==> src/rtl/mem_pkg.sv <==
// Shared definitions for the memory responder: word type, memory-map constants,
// FSM state encoding and the address range helper.
package mem_pkg;

  localparam int WORD_W = 16;

  typedef logic [WORD_W-1:0] word_t;

  localparam word_t STACK_START_POINT = 16'h00FE;
  localparam word_t ENTRY_POINT       = 16'h0020;

  typedef enum logic [1:0] {
    IDLE = 2'd0,
    WAIT = 2'd1,
    DONE = 2'd2
  } state_e;

  // One access as seen on the bus at the capture edge.
  typedef struct packed {
    word_t addr;
    word_t data;
    logic  write;
  } access_t;

  // True when the word address falls inside a RAM of 2^addr_w words.
  function automatic logic addr_in_range(input word_t addr, input int addr_w);
    if (addr_w >= WORD_W) return 1'b1;
    return (addr >> addr_w) == '0;
  endfunction

endpackage

==> src/rtl/mem_responder_if.sv <==
// CPU <-> memory responder bus: master drives address/data/direction,
// slave returns read data plus the completion and fault strobes.
interface mem_responder_if;

  mem_pkg::word_t addr;
  mem_pkg::word_t data_in;
  logic           memory_w;
  mem_pkg::word_t data_out;
  logic           memory_ready;
  logic           mem_error;

  modport master (
    output addr, data_in, memory_w,
    input  data_out, memory_ready, mem_error
  );

  modport slave (
    input  addr, data_in, memory_w,
    output data_out, memory_ready, mem_error
  );

endinterface

==> src/rtl/mem_array.sv <==
// Single-port synchronous word RAM with a registered read port and no reset.
module mem_array
  import mem_pkg::*;
#(
  parameter int ADDR_W = 8
) (
  input  logic              clk,
  input  logic              en_i,
  input  logic              we_i,
  input  logic [ADDR_W-1:0] addr_i,
  input  word_t             wdata_i,
  output word_t             rdata_o
);

  word_t mem_q [2**ADDR_W];
  word_t rdata_q;

  // NOTE: the array and its read register carry no reset on purpose; RAM
  // contents must survive rst_n, and a reset port would prevent RAM mapping.
  always_ff @(posedge clk) begin
    if (en_i) begin
      if (we_i) begin
        mem_q[addr_i] <= wdata_i;
      end else begin
        rdata_q <= mem_q[addr_i];
      end
    end
  end

  assign rdata_o = rdata_q;

endmodule

==> src/rtl/mem_responder.sv <==
// Wait-state memory responder: captures a CPU access every IDLE edge, waits
// WAIT_STATES cycles, then completes it. Optional MEM_RESPONDER_WPROT_EN
// write-protects 16'h0000..ENTRY_POINT-1.
module mem_responder
  import mem_pkg::*;
#(
  parameter int ADDR_W      = 8,
  parameter int WAIT_STATES = 2
) (
  input  logic            clk,
  input  logic            rst_n,
  mem_responder_if.slave  bus
);

  localparam logic [3:0] WAIT_LOAD = (WAIT_STATES == 0) ? 4'd0 : 4'(WAIT_STATES - 1);

  state_e     state_q, state_d;
  logic [3:0] cnt_q, cnt_d;
  access_t    acc_q, acc_d;
  access_t    cur;
  logic       ready_q, ready_d;
  logic       err_q, err_d;
  logic       rd_valid_q, rd_valid_d;

  logic       in_rng;
  logic       prot;
  logic       enter_done;
  logic       ram_en;
  word_t      ram_rdata;

  // In IDLE the live bus is the access; afterwards the captured copy governs,
  // so bus changes during WAIT/DONE have no effect.
  always_comb begin
    if (state_q == IDLE) begin
      cur.addr  = bus.addr;
      cur.data  = bus.data_in;
      cur.write = bus.memory_w;
    end else begin
      cur = acc_q;
    end
  end

  assign in_rng = addr_in_range(cur.addr, ADDR_W);

`ifdef MEM_RESPONDER_WPROT_EN
  assign prot = cur.write && (cur.addr < ENTRY_POINT);
`else
  assign prot = 1'b0;
`endif

  // NOTE: every always_comb output is given a default before the case so that
  // no path leaves it unassigned, which would infer a latch.
  always_comb begin
    state_d = state_q;
    cnt_d   = cnt_q;
    acc_d   = acc_q;
    unique case (state_q)
      IDLE: begin
        acc_d = cur;
        if (WAIT_STATES == 0) begin
          state_d = DONE;
        end else begin
          state_d = WAIT;
          cnt_d   = WAIT_LOAD;
        end
      end
      WAIT: begin
        if (cnt_q == 4'd0) begin
          state_d = DONE;
        end else begin
          cnt_d = cnt_q - 4'd1;
        end
      end
      DONE:    state_d = IDLE;
      default: state_d = IDLE;
    endcase
  end

  // The access takes effect on the edge that enters DONE.
  assign enter_done = (state_d == DONE);
  assign ram_en     = enter_done && in_rng && !prot;

  always_comb begin
    ready_d    = enter_done;
    err_d      = enter_done && (!in_rng || prot);
    rd_valid_d = rd_valid_q;
    if (enter_done && !cur.write) begin
      rd_valid_d = in_rng;
    end
  end

  // NOTE: state elements use non-blocking assignments so every flop samples
  // the pre-edge values regardless of statement order.
  always_ff @(posedge clk or negedge rst_n) begin
    if (!rst_n) begin
      state_q    <= IDLE;
      cnt_q      <= 4'd0;
      acc_q      <= '0;
      ready_q    <= 1'b0;
      err_q      <= 1'b0;
      rd_valid_q <= 1'b0;
    end else begin
      state_q    <= state_d;
      cnt_q      <= cnt_d;
      acc_q      <= acc_d;
      ready_q    <= ready_d;
      err_q      <= err_d;
      rd_valid_q <= rd_valid_d;
    end
  end

  mem_array #(
    .ADDR_W (ADDR_W)
  ) u_array (
    .clk     (clk),
    .en_i    (ram_en),
    .we_i    (cur.write),
    .addr_i  (cur.addr[ADDR_W-1:0]),
    .wdata_i (cur.data),
    .rdata_o (ram_rdata)
  );

  // The RAM read register only updates on reads; rd_valid_q zeroes the output
  // after reset and after an out-of-range read.
  assign bus.data_out     = rd_valid_q ? ram_rdata : '0;
  assign bus.memory_ready = ready_q;
  assign bus.mem_error    = err_q;

endmodule

==> src/flat_wrapper.sv <==
// flat-port wrapper written by rule: the top's interface ports become plain ports
module mem_responder_flat import mem_pkg::*;
#(
  parameter int ADDR_W      = 8,
  parameter int WAIT_STATES = 2
)
  (clk, rst_n, bus_addr, bus_data_in, bus_memory_w, bus_data_out, bus_memory_ready, bus_mem_error);
  mem_responder_if bus_i ();
  input  logic clk;
  input  logic rst_n;
  input wire logic [$bits(bus_i.addr)-1:0] bus_addr;
  input wire logic [$bits(bus_i.data_in)-1:0] bus_data_in;
  input wire logic [$bits(bus_i.memory_w)-1:0] bus_memory_w;
  output wire logic [$bits(bus_i.data_out)-1:0] bus_data_out;
  output wire logic [$bits(bus_i.memory_ready)-1:0] bus_memory_ready;
  output wire logic [$bits(bus_i.mem_error)-1:0] bus_mem_error;
  assign bus_i.addr = bus_addr;
  assign bus_i.data_in = bus_data_in;
  assign bus_i.memory_w = bus_memory_w;
  assign bus_data_out = bus_i.data_out;
  assign bus_memory_ready = bus_i.memory_ready;
  assign bus_mem_error = bus_i.mem_error;
  mem_responder #(.ADDR_W(ADDR_W), .WAIT_STATES(WAIT_STATES)) u_core (.clk(clk), .rst_n(rst_n), .bus(bus_i));
endmodule
==> config.mk <==
export PLATFORM = sky130hd
export DESIGN_NAME = mem_responder_flat
export DESIGN_NICKNAME = d
export VERILOG_FILES = /design/src/rtl/mem_pkg.sv /design/src/rtl/mem_responder_if.sv /design/src/rtl/mem_array.sv /design/src/rtl/mem_responder.sv /design/src/flat_wrapper.sv
export SDC_FILE = /design/constraint.sdc
export NUM_CORES = 2
export LEC_CHECK = 0
export CAP_MARGIN = 20
export CORE_MARGIN = 2
export CORE_UTILIZATION = 40
export CTS_CLUSTER_SIZE = 16
export DETAILED_ROUTE_END_ITERATION = 6
export PLACE_DENSITY = 0.57
export SKIP_CTS_REPAIR_TIMING = 1
export SLEW_MARGIN = 25
export SYNTH_ARGS = -nofsm -noshare
export SYNTH_HDL_FRONTEND = slang
export SYNTH_SLANG_ARGS = --single-unit
==> constraint.sdc <==
create_clock -name clk -period 6.6 [get_ports clk]
set_clock_uncertainty 0.05 [all_clocks]
set_input_delay 0.99 -clock clk [delete_from_list [all_inputs] [get_ports clk]]
set_output_delay 0.99 -clock clk [all_outputs]
set_load 0.005 [all_outputs]
==> out/metrics.yaml <==
hold_slack_ns: 0.04344
drive_gt1_frac: 0.1866
critPathCaptureType: "register"
rsz0062_at_grt: "no"
required_ns: 7.38
die_h_um: 639.1
die_x_um: 639.1
maxSlewHeadroom: 0.1908
synth_compound_area_frac: 0.07169
startpoint_type: "register"
top_layer_used: "met4"
fmax_mhz: 161.6
syn_to_final_growth_pct: 15.36
clockRootBuffer: "clkbuf_16"
fin_crit_sh: 0.9376
clock_path_buffers: 4
fin_nets: 9283
synth_top_family_by_area: "multiplexers"
wirelength_mm: 485.6
grt_max_degree: 166
synth-xor-area-share: 0.00005429
first_pass_iters: 7
synthAdderAreaFrac: 0.0001551
drtIter0Drc: 12980
tritoncts: "yes"
postLayoutCellArea_sq_um: 186100
cts_made_buffers: 425
synth_warnings: 0
synth_fp_nets: 8809
grt_antenna_before_repair: 26
wl_per_cell_um: 32.43
crit_path_max_fanout: 29
worst_pin_slew_ns: 1.214
fin_tns_setup_ns: 0
synth_ff_type: "edfxtp_1"
yosysSeqAreaShare: 0.7719
synth-simple-area-share: 0.04162
synth_area_leaders: "edfxtp_1 77%, mux4_2 6.3%, mux2i_1 3.5%, a211oi_1 1.5%, a221oi_1 1.4%"
async_reset_ff_frac: 0.01011
muxShareOfSynthArea: 0.09754
setup_viol: 0
fp.coreArea_sq_um: 402000
p_sw_frac: 0.2186
place_inst: 14100
max_cap_viol_count: 0
port_buffers: 52
die_area_sq_um: 408400
synth_top_area_frac: 0.7654
synth_area_per_cell_sq_um: 18.39
clock_latency_ns: 1.00
io_pins: 53
num_vias: 90510
fp-row-count: 233
first_global_vias: 87330
hold_viol: 0
p_total_mw: 55.55
cts.sinks: 4154
vdd_ir_drop_max_mv: 0.2341
seqPwrFrac: 0.522
critical_path_class: "reg -> reg"
path_clk_slew_ns: 0.06
p_leak_nw: 60.01
drt-met1-wl_mm: 197.6
power_density_nw_per_um2: 298.5
drv_slew: 0
start_util: 0.4013
p_int_mw: 43.40
placed_area_sq_um: 172100
drcViolationCount: 0
yosysUniqueCellTypes: 56
postRouteAntennaNets: 0
synth_edf_count: 4112
p_sw_mw: 12.14
layout_common_cells: "4112 x edfxtp_1, 561 x mux2i_1, 516 x nand2_1, 516 x buf_4, 448 x mux4_2"
met3_length_mm: 44.81
place_congestion: 0.9072
met2_length_mm: 224.2
status: "complete, no violations"
synth_top_area_cell: "edfxtp_1"
final_cells: 14970
grt-ovfl-total: 0
p_comb_frac: 0.049
htree_levels: 5
mostFrequentLayoutCell: "edfxtp_1"
period_needed_ns: 6.188
syn_area_sq_um: 161300
grt_pass1_wl_mm: 677.0
track_usage: 0.2315
hold_class: "in -> async"
synth_seq_cells: 4154
crit_arrival_ns: 6.97
syn_inst: 8772
dp_hpwl_mm: 291.9
clockPowerShare: 0.429
vias_per_cell: 6.045
[critical path, stage by stage, from the launching register on]
cell and delay, ns:
dfrtp_1 0.65, buf_4 0.38, or3b_4 0.48, and2_4 0.79
buf_4 0.52, buf_4 0.40, mux2i_1 0.13, a221oi_1 1.02
a22oi_1 0.30, a31oi_1 0.72, nor4_1 0.17, buf_4 0.23
nand2_1 0.09
[final cells by class]
class | instances | area, sq um
fillers | 33440 | 215900
flip-flops and latches | 4154 | 124500
multi-input cells | 3980 | 34650
clock buffers | 533 | 11110
well taps | 5287 | 6615
repair buffers | 673 | 6302
clock inverters | 253 | 2623
diodes | 82 | 205.2
inverters | 12 | 62.56
[routing by layer]
metal  track usage  up-vias
met1        0.3288    47660
met4       0.08414        0
met2        0.3578     4734
li1              -    37350
met3       0.04221      767
met5             0        -
[flip-flops by register name, indices dropped and copies added (netlist names)]
| signal | flops |
|---|---|
| u_core.rd_valid_q | 1 |
| u_core.u_array.mem_q | 4096 |
| u_core.state_q | 2 |
| u_core.u_array.rdata_o | 16 |
| u_core.acc_q | 33 |
| u_core.bus.mem_error | 1 |
| u_core.cnt_q | 4 |
| u_core.bus.memory_ready | 1 |
[power by group through the flow]
| stage | clock network (mW) | registers [mW] | logic (mW) |
|---|---|---|---|
| after floorplan | 0 | 29.7 | 1.41 |
| after global placement | 0 | 29.6 | 2.62 |
| after detailed placement | 0 | 29.6 | 2.68 |
| after CTS | 24.1 | 29.0 | 2.68 |
| after global routing | 25.1 | 29.0 | 2.81 |
| final | 23.8 | 29.0 | 2.71 |
[cell usage after synthesis, types with 2 or more instances]
master / instances
edfxtp_1: 4112
mux2i_1: 563
nand2_1: 534
mux4_2: 448
clkbuf_1: 403
and3_1: 321
a211oi_1: 320
nor2_1: 299
a221oi_1: 256
a22oi_1: 177
o21ai_0: 153
buf_2: 150
a31oi_1: 149
nand3_1: 145
a21oi_1: 80
a311oi_1: 80
a311o_1: 64
o41ai_1: 64
a22o_1: 50
a2111oi_0: 48
dfrtp_1: 42
buf_1: 38
nor4_1: 37
o31ai_1: 35
and2_1: 33
a31o_2: 32
buf_4: 26
nand4_1: 16
o22ai_1: 16
or2_2: 13
inv_1: 10
buf_6: 9
nand2b_1: 6
nor3_1: 5
nor4b_1: 4
o21a_1: 4
or4_1: 4
a21o_1: 2
and3b_1: 2
ha_1: 2
nor2_2: 2
nor3b_1: 2
o31a_1: 2
or4b_1: 2
[metrics by stage]
| stage | setup slack, ns | utilization |
|---|---|---|
| after floorplan | 1.272 | - |
| after global placement | -1.135 | 0.4274 |
| after detailed placement | -0.2358 | 0.4280 |
| after CTS | 0.5662 | 0.4622 |
| after global routing | 0.4915 | 0.4629 |
| final | 0.4118 | 0.4629 |
[logic make-up (layout without fill, tap and decap cells)]
family          count (synthesis)  count (layout)
mux                          1012            1012
other cells                     0              82
flops                        4154            4154
fa+ha+maj                       2               2
simple gates                 1430            1430
compound gates               1535            1535
xor+xnor                        1               1
buf+inv                       638            1471
[worst paths after layout]
path / slack, ns / start / to / cells past startpoint
max: 0.41 / u_core.state_q[0]$_DFF_PN0_ / u_core.u_array.rdata_o[5]$_DFFE_PP_ / 12
min: 0.04 / rst_n / u_core.acc_q[7]$_DFFE_PN0P_ / 1
max reg2reg: 0.41 / u_core.state_q[0]$_DFF_PN0_ / u_core.u_array.rdata_o[5]$_DFFE_PP_ / 12
min reg2reg: 0.42 / u_core.acc_q[27]$_DFFE_PN0P_ / u_core.acc_q[27]$_DFFE_PN0P_ / 2
max in group asynchronous: 5.72 / rst_n / u_core.acc_q[3]$_DFFE_PN0P_ / 1
min in group clk: 0.42 / u_core.acc_q[27]$_DFFE_PN0P_ / u_core.acc_q[27]$_DFFE_PN0P_ / 2
No activity file was read; power rests on OpenSTA's default activity.
